<file path="src/rtl/exu_mem_issue.sv">
// Execute-stage memory request issuer: holds one decoded memory op, drives AXI-style
// AR/AW/W channels and hands the completed op to the LSU through a ready/valid register.
module exu_mem_issue #(
  parameter int XLEN      = 32,
  parameter int PAYLOAD_W = 128,
  parameter int STRB_W    = XLEN / 8
) (
  input  logic                 clock,
  input  logic                 reset,
  input  logic                 in_valid,
  output logic                 in_ready,
  input  logic [XLEN-1:0]      in_addr,
  input  logic [XLEN-1:0]      in_sdata,
  input  logic [1:0]           in_size,
  input  logic                 in_re,
  input  logic                 in_we,
  input  logic [PAYLOAD_W-1:0] in_payload,
  output logic                 arvalid,
  input  logic                 arready,
  output logic [XLEN-1:0]      araddr,
  output logic [2:0]           arsize,
  output logic                 awvalid,
  input  logic                 awready,
  output logic [XLEN-1:0]      awaddr,
  output logic                 wvalid,
  input  logic                 wready,
  output logic [XLEN-1:0]      wdata,
  output logic [STRB_W-1:0]    wstrb,
  output logic                 out_valid,
  input  logic                 out_ready,
  output logic [PAYLOAD_W-1:0] out_payload,
  output logic [2:0]           out_addr_lo,
  output logic                 out_is_load,
  output logic                 out_fault
);

  localparam int OFF_W = $clog2(STRB_W);

  typedef enum logic [1:0] {EMPTY, ISSUE, DONE} state_t;

  state_t                 state, state_next;
  logic [XLEN-1:0]        addr_q, sdata_q;
  logic [1:0]             size_q;
  logic                   re_q, we_q, fault_q;
  logic [PAYLOAD_W-1:0]   payload_q;
  logic                   ar_done, aw_done, w_done;

  logic entry_valid, need_ar, need_w;
  logic ar_ok, aw_ok, w_ok, release_op, accept;
  logic misaligned, in_fault, in_mem;
  logic [7:0] lane_base;

  // Fault classification of the incoming op, evaluated on the cycle it is accepted
  always_comb begin
    misaligned = 1'b0;
    case (in_size)
      2'd0: misaligned = 1'b0;
      2'd1: misaligned = in_addr[0];
      2'd2: misaligned = |in_addr[1:0];
      default: misaligned = |in_addr[2:0];
    endcase
  end

  assign in_fault = misaligned || ((in_size == 2'd3) && (XLEN == 32)) || (in_re && in_we);
  assign in_mem   = !in_fault && (in_re || in_we);

  assign entry_valid = (state != EMPTY);
  assign need_ar     = re_q && !fault_q;
  assign need_w      = we_q && !fault_q;

  assign arvalid = entry_valid && need_ar && !ar_done;
  assign awvalid = entry_valid && need_w && !aw_done;
  assign wvalid  = entry_valid && need_w && !w_done;

  // A handshake happening this cycle already counts as done, so completion has no extra latency
  assign ar_ok = !need_ar || ar_done || (arvalid && arready);
  assign aw_ok = !need_w  || aw_done || (awvalid && awready);
  assign w_ok  = !need_w  || w_done  || (wvalid && wready);

  assign out_valid  = entry_valid && ar_ok && aw_ok && w_ok;
  assign release_op = out_valid && out_ready;
  assign in_ready   = !entry_valid || release_op;
  assign accept     = in_valid && in_ready;

  always_ff @(posedge clock) begin
    if (reset) begin
      state   <= EMPTY;
      ar_done <= 1'b0;
      aw_done <= 1'b0;
      w_done  <= 1'b0;
    end else begin
      state <= state_next;
      if (accept) begin
        ar_done <= 1'b0;
        aw_done <= 1'b0;
        w_done  <= 1'b0;
      end else begin
        if (arvalid && arready) ar_done <= 1'b1;
        if (awvalid && awready) aw_done <= 1'b1;
        if (wvalid && wready)   w_done  <= 1'b1;
      end
    end
  end

  // Op fields only matter while the entry is valid, so they need no reset
  always_ff @(posedge clock) begin
    if (accept) begin
      addr_q    <= in_addr;
      sdata_q   <= in_sdata;
      size_q    <= in_size;
      re_q      <= in_re;
      we_q      <= in_we;
      fault_q   <= in_fault;
      payload_q <= in_payload;
    end
  end

  always_comb begin
    state_next = state;
    case (state)
      EMPTY: begin
        if (accept) state_next = in_mem ? ISSUE : DONE;
      end
      ISSUE, DONE: begin
        if (release_op)
          state_next = accept ? (in_mem ? ISSUE : DONE) : EMPTY;
        else if (state == ISSUE && out_valid)
          state_next = DONE;
      end
      default: state_next = EMPTY;
    endcase
  end

  // Byte lanes: enable mask shifted to the address offset, data replicated across the beat
  always_comb begin
    lane_base = 8'h00;
    case (size_q)
      2'd0: lane_base = 8'h01;
      2'd1: lane_base = 8'h03;
      2'd2: lane_base = 8'h0F;
      default: lane_base = 8'hFF;
    endcase
  end

  assign wstrb = STRB_W'(lane_base) << addr_q[OFF_W-1:0];

  always_comb begin
    wdata = sdata_q;
    case (size_q)
      2'd0: wdata = {STRB_W{sdata_q[7:0]}};
      2'd1: wdata = {(STRB_W/2){sdata_q[15:0]}};
      2'd2: wdata = {(XLEN/32){sdata_q[31:0]}};
      default: wdata = sdata_q;
    endcase
  end

  assign araddr      = addr_q;
  assign awaddr      = addr_q;
  assign arsize      = {1'b0, size_q};
  assign out_payload = payload_q;
  assign out_addr_lo = {(XLEN == 64) ? addr_q[2] : 1'b0, addr_q[1:0]};
  assign out_is_load = re_q;
  assign out_fault   = fault_q;

endmodule

</file>
<file path="config.mk">
export PLATFORM = sky130hd
export DESIGN_NAME = exu_mem_issue
export DESIGN_NICKNAME = d
export VERILOG_FILES = /design/src/rtl/exu_mem_issue.sv
export SDC_FILE = /design/constraint.sdc
export NUM_CORES = 1
export LEC_CHECK = 0
export CAP_MARGIN = 0
export CORE_AREA = 2 2 173 175
export DETAILED_ROUTE_END_ITERATION = 6
export DIE_AREA = 0 0 175 177
export HOLD_SLACK_MARGIN = 0.08
export SYNTH_ARGS = -nofsm -noshare
export SYNTH_HDL_FRONTEND = slang
export SYNTH_SLANG_ARGS = --single-unit
</file>
<file path="constraint.sdc">
create_clock -name clock -period 3.6 [get_ports clock]
set_clock_uncertainty 0.15 [all_clocks]
set_input_delay 0.54 -clock clock [delete_from_list [all_inputs] [get_ports clock]]
set_output_delay 0.54 -clock clock [all_outputs]
set_load 0.005 [all_outputs]
</file>
# ---- Word level (Yosys, flattened, before mapping)
# Cells that the tools add are included.
dict set report totals {
  latchBits 0
  out_inout_bits 241
  mem_bits_rw 0
  reg_bits 202
  mem_bits_ro 0
  mem_count 0
}
dict set report classes {
  addsub 0
  eq_ne 9
  muxes 9
  order_cmp 0
  n_shift 1
  mul 0
  div_mod_pow 0
  bitwise 0
  reduce_logical 45
}
# operator count
set ops {}
lappend ops {{32-bit case mux with 2 select lines} 1}
lappend ops {{1-bit logical AND} 18}
lappend ops {{4-bit case mux with 3 select lines} 1}
lappend ops {{1-bit logical OR} 10}
lappend ops {{2-bit 2-to-1 mux} 5}
lappend ops {{2-bit equality test (second input constant)} 4}
lappend ops {{1-bit logical NOT} 8}
lappend ops {{2-bit by 1-bit equality test with 1-bit output (second input constant)} 3}
lappend ops {{2-bit logical NOT} 3}
lappend ops {{2-bit OR reduction} 3}
lappend ops {{2-bit case mux with 2 select lines} 1}
lappend ops {{4-bit by 2-bit << shifter with 4-bit output} 1}
lappend ops {{3-bit != test (second input constant)} 1}
lappend ops {{1-bit case mux with 3 select lines} 1}
lappend ops {{3-bit OR reduction} 1}
lappend ops {{2-bit != test (second input constant)} 1}
lappend ops {{2-bit AND reduction} 1}
lappend ops {{2-bit nonzero test} 1}

# ---- Logic depth before layout (Yosys ltp)
# Gate-level depths: netlist (run 1).
dict set report logic_depth {
  word_depth 15
  mapped_depth 7
  depth_no_buf 7
}

# ---- Worst setup path after synthesis (run 1)
# No wires, ideal clock.
dict set report synth_path {
  path_kind {register -> register}
  from {register state[0]}
  to {register addr_q[0] (netlist: araddr[0]) (enable)}
  t_arrival_ns 2.524
  stages_incl_launch_ff 7
  setup_time_ns 0.422
  path_slack_ns 0.503
  path_cell_list {dfxtp_1 -> inv_1 -> ha_1 -> nor2b_1 -> o311a_2 -> a21o_1 -> and2_4}
}
dict set report synth_via {
  elab_chain_len 11
  elab_cells_between_ends 19
  cone_classes {reduce/logical: 19}
}
# item line
set synth_rtl {}
lappend synth_rtl {{from (decl)} 41} ;# state_t state, state_next;
lappend synth_rtl {{from (signal assigned)} 92} ;# state <= state_next;
lappend synth_rtl {{2-bit nonzero test (*)} 67} ;# assign entry_valid = (state != EMPTY);
lappend synth_rtl {{1-bit logical AND (2 in series)} 71} ;# assign arvalid = entry_valid && need_ar && !ar_done;
lappend synth_rtl {{1-bit logical AND} 76} ;# assign ar_ok = !need_ar || ar_done || (arvalid && arready);
lappend synth_rtl {{1-bit logical OR} 76}
lappend synth_rtl {{1-bit logical AND (3 in series)} 80} ;# assign out_valid = entry_valid && ar_ok && aw_ok && w_ok;
lappend synth_rtl {{1-bit logical AND} 81} ;# assign release_op = out_valid && out_ready;
lappend synth_rtl {{1-bit logical OR (*)} 82} ;# assign in_ready = !entry_valid || release_op;
lappend synth_rtl {{named net in_ready} 11} ;# output logic in_ready,
lappend synth_rtl {{1-bit logical AND (*)} 83} ;# assign accept = in_valid && in_ready;
lappend synth_rtl {{to (signal assigned)} 108} ;# addr_q <= in_addr;
lappend synth_rtl {{to (decl)} 42} ;# logic [XLEN-1:0] addr_q, sdata_q;
# Mark *: on every way through the listed nets, which the timed path passes. The rest lies on a longest branch.
# A chain may end at the register's enable or synchronous reset.

# ---- Worst setup path in the final report (run 1)
dict set report layout_path {
  from {register state[1]}
  to {output port in_ready}
}
dict set report layout_via {
  elab_chain_len 10
  elab_cells_between_ends 18
  cone_classes {reduce/logical: 18}
}
# item line
set layout_rtl {}
lappend layout_rtl {{2-bit nonzero test (*)} 67}
lappend layout_rtl {{1-bit logical AND (2 in series)} 71}
lappend layout_rtl {{1-bit logical AND} 76}
lappend layout_rtl {{1-bit logical OR} 76}
lappend layout_rtl {{1-bit logical AND (3 in series)} 80}
lappend layout_rtl {{1-bit logical AND} 81}
lappend layout_rtl {{1-bit logical OR (*)} 82}
lappend layout_rtl {{to (decl)} 11}
# Mark *: on every way between the ends. The rest lies on a longest branch, timed or not.

==> run_results.csv, run 1 <==
group,metric,value,unit
critical_path,req_time_crit_path,2.91,ns
critical_path,cells_along_the_critical_path,"inv_1, ha_1, nor2b_1, o311a_2, a21o_1, clkdlybuf4s50_1",
timing,tns,0,ns
global_route,grt_util_met2,22.6,%
timing,fin_worst_hold_slack,0.349,ns
finish,fraction_of_final_layout_cells_sized_beyond_drive_strength_1,7.39,%
yosys,ys_seq_area_share,85.6,%
floorplanning,dieWidth,175,um
placement,buffer_ports.inserted,441,
timing,period_minus_slack,3.14,ns
global_route,grt_max_degree,66,
yosys,synth_enable_flop_cells,197,
clock_tree,post_cts_buffers,0,
power_and_ir_drop,power-per-cell-area,565,nW/um^2
placement,dp_cells,1135,
yosys,yosys_warnings,0,
job,cap_violations,0,
critical_path,worst-setup-path-type,"reg2out",
critical_path,worstRegToRegCells,7,
critical_path,cp_slowest_stage_delay,0.44,ns
floorplanning,top_level_ports,444,
clock_tree,clock_tree.root_cell,"sky130_fd_sc_hd__clkbuf_16",
finish,fillers,2652,
floorplanning,design.die.area,31000,sq um
power_and_ir_drop,power.internal,5.35,mW
critical_path,timing.critical_path.from,"state[1]$_SDFFE_PP0P_",
clock_tree,insertion_delay,0.50,ns
yosys,postSynthCellCount,344,
timing,final-hold-violation-count,0,
global_route,grt_pass1_wl,29700,um
yosys,synth_area_per_cell,20.4,sq um
timing,finalSetupViolations,0,
min_path,min-delay-path-class,"reg2reg",
clock_tree,cts_buffers,22,
finish,seq_area,6020,sq um
clock_tree,cts_h_tree_depth,1,
global_route,first_global_vias,4742,
power_and_ir_drop,share_seq_of_total_power,45.6,%
clock_tree,clock_path_buffers,3,
clock_tree,tritoncts,"done",
status,outcome,"complete, no violations",
power_and_ir_drop,total_leakage_power,4.32,nW
clock_tree,clk_pin_slew,0.06,ns
route,antenna_left,0,
timing,finalCritPeriodShare,87.1,%
critical_path,worst-path-max-fanout,12,
route,wl_per_cell,17.9,um
route,first_iter_violations,195,
yosys,post_synth_instance_area,7030,sq um
floorplanning,initial_utilization,24.0,%
power_and_ir_drop,ir_drop_worst_case_vdd,0.380,mV
yosys,postSynth.asyncResetShare,0,%
critical_path,crit_path_end_kind,"primary output",
critical_path,cpMaxStageDelayCell,"sky130_fd_sc_hd__clkdlybuf4s50_1",
min_path,worst_hold_path.num_cells,2,
power_and_ir_drop,switching_share,23.6,%
timing,unrepaired_setup_endpoints_after_global_routing,"no",
global_route,groute.layer.met1.usage,14.5,%
global_route,antenna_found_initial,0,
clock_tree,post_cts_hold_buffer_count,0,
finish,final_net_count,975,
critical_path,r2r_setup_slack,0.92,ns
power_and_ir_drop,p_comb_share,23.5,%
route,vias,4602,
finish,multi_input_comb_area,649,sq um
timing,timing.fmax,319,MHz
placement,globalplace.congestion,0.800,
global_route,grt_busiest_layer,"met2",
finish,layout-area-overhead-vs-synth,76.1,%
critical_path,r2r_start,"state[0]$_SDFFE_PP0P_",
yosys,ys_types,29,
floorplanning,placementRows,63,
global_route,gr-usage-all-layers,12.8,%
power_and_ir_drop,clockPowerShare,30.9,%
clock_tree,postCtsResizedCells,0,
route,vias_per_cell,3.92,
global_route,grt.overflow.total,0,
yosys,synth.ff_latch_count,202,
power_and_ir_drop,switchingPower,1.65,mW
finish,num_antenna_cells,0,
route,post-route-drc-count,0,
global_route,groute.layer.met3.usage,4.92,%
placement,final_hpwl_dp,16500,um
critical_path,startpoint_class_of_the_critical_path,"flip-flop",
clock_tree,cts.sink_count,202,
floorplanning,die_y,177,um
route,drt-pass1-iter-count,5,
critical_path,worst-endpoint-arrival,2.45,ns
route,wirelength,21000,um
finish,layoutNonFillerInstCount,1175,
critical_path,timing.rr.end,"araddr[27]$_DFFE_PN_",
timing,timing_max_transition_violations_final,0,
yosys,postSynth.topFlopCell,"sky130_fd_sc_hd__edfxtp_1",
critical_path,capturing_element_of_the_worst_setup_path,"in_ready",
floorplanning,design.core.area,29200,sq um
[power groups by stage]
stage | combinational, mW | sequential [mW] | clock, mW
floorplan | 0.446 | 3.27 | 0
global placement | 1.66 | 3.23 | 0
detailed placement | 1.67 | 3.25 | 0
CTS | 1.68 | 3.20 | 2.25
global route | 1.76 | 3.24 | 2.33
finish | 1.64 | 3.19 | 2.16
[sequential cells by signal, summed over array words and instances (netlist names)]
register,cells
state,2
aw_done,1
we_q,1
out_payload,128
w_done,1
araddr,32
out_is_load,1
sdata_q,32
out_fault,1
ar_done,1
size_q,2
[synthesized netlist by cell type, types with 3 or more instances]
cell,count,area (sq um)
sky130_fd_sc_hd__ha_1,3,37.5
sky130_fd_sc_hd__o21ai_0,11,55.1
sky130_fd_sc_hd__mux2i_1,8,80.1
sky130_fd_sc_hd__clkbuf_1,5,18.8
sky130_fd_sc_hd__mux2_2,16,180
sky130_fd_sc_hd__nor2_1,6,22.5
sky130_fd_sc_hd__dfxtp_1,5,100
sky130_fd_sc_hd__a21oi_1,7,35.0
sky130_fd_sc_hd__buf_4,44,330
sky130_fd_sc_hd__edfxtp_1,197,5920
sky130_fd_sc_hd__nor3_1,7,35.0
sky130_fd_sc_hd__nand2_1,10,37.5
sky130_fd_sc_hd__inv_1,4,15.0
[layout by cell type (no fill, tap or decap), drive strengths merged, types with 2 or more instances in the layout]
master and n:
bufinv 2, or4b 2, o21ai 11, nand2 10
clkdlybuf4s50 441, nand2b 2, nor2 6, nor2b 2
buf 8, dfxtp 5, inv 4, edfxtp 197
nor3 7, a21o 2, mux2i 8, a21oi 7
conb 2, clkbuf 24, clkinv 13, mux2 16
ha 3, nand3b 2
[metrics by stage]
| step | worst slack [ns] | total power, mW | utilization [%] | cell area [sq um] |
|---|---|---|---|---|
| final | 0.464 | 7.00 | 42.3 | 12400 |
| after CTS | 0.418 | 7.13 | 42.3 | 12400 |
| after floorplan | 0.503 | 3.72 | - | 7030 |
| after detailed placement | 0.640 | 4.92 | 39.9 | 11700 |
| after global placement | 0.643 | 4.90 | 39.9 | 11700 |
| after global routing | 0.291 | 7.32 | 42.3 | 12400 |
[routing by layer]
layer | vias to the layer above | wire length (um)
met4 | 0 | 558
met3 | 33 | 1990
li1 | 2124 | -
met1 | 2190 | 7690
met2 | 255 | 10800
met5 | - | 0
[critical path: cells and delay by family, from the launching register on]
family,cells,cell delay [ns]
buffers and inverters,2,0.52
AO/OA/AOI/OAI,2,0.60
flip-flops,1,0.32
AND/OR/NAND/NOR,1,0.12
adder cells (fa/ha/maj),1,0.38
[worst min-delay path by stage]
| stage | from | endpoint | slack, ns |
|---|---|---|---|
| CTS | state[0]$_SDFFE_PP0P_ | state[0]$_SDFFE_PP0P_ | 0.35 |
| floorplan | state[0]$_SDFFE_PP0P_ | state[0]$_SDFFE_PP0P_ | 0.31 |
| detailed placement | state[0]$_SDFFE_PP0P_ | state[0]$_SDFFE_PP0P_ | 0.34 |
| global route | state[1]$_SDFFE_PP0P_ | state[1]$_SDFFE_PP0P_ | 0.40 |
| finish | state[0]$_SDFFE_PP0P_ | state[0]$_SDFFE_PP0P_ | 0.35 |
| global placement | state[0]$_SDFFE_PP0P_ | state[0]$_SDFFE_PP0P_ | 0.33 |
[area by class of cell]
cell class | instances | share of cell area, %
clock buffers | 24 | 4.51
clock inverters | 16 | 1.10
inverters | 4 | 0.121
multi-input cells | 90 | 5.25
flip-flops and latches | 202 | 48.6
well taps | 390 | 3.94
repair buffers | 449 | 36.5
[cell families after synthesis]
kind of cell / after synthesis / synth area share, %
XOR/XNOR: 1 / 0.125
buffers and inverters: 53 / 5.18
other: 1 / 0.0534
adder cells (fa/ha/maj): 3 / 0.534
multiplexers: 24 / 3.70
AO/OA/AOI/OAI: 26 / 2.21
flip-flops: 202 / 85.6
AND/OR/NAND/NOR: 34 / 2.56
No activity file was read; power rests on OpenSTA's default activity.
==> run 2, diff against run 1 <==
--- a/config.mk
+++ b/config.mk
@@ -10,6 +10,7 @@
 export DETAILED_ROUTE_END_ITERATION = 6
 export DIE_AREA = 0 0 175 177
 export HOLD_SLACK_MARGIN = 0.08
+export SLEW_MARGIN = 0
 export SYNTH_ARGS = -nofsm -noshare
 export SYNTH_HDL_FRONTEND = slang
 export SYNTH_SLANG_ARGS = --single-unit
==> results of run 2 <==
No change in the layout: final DEF, timing and power equal those of run 1.
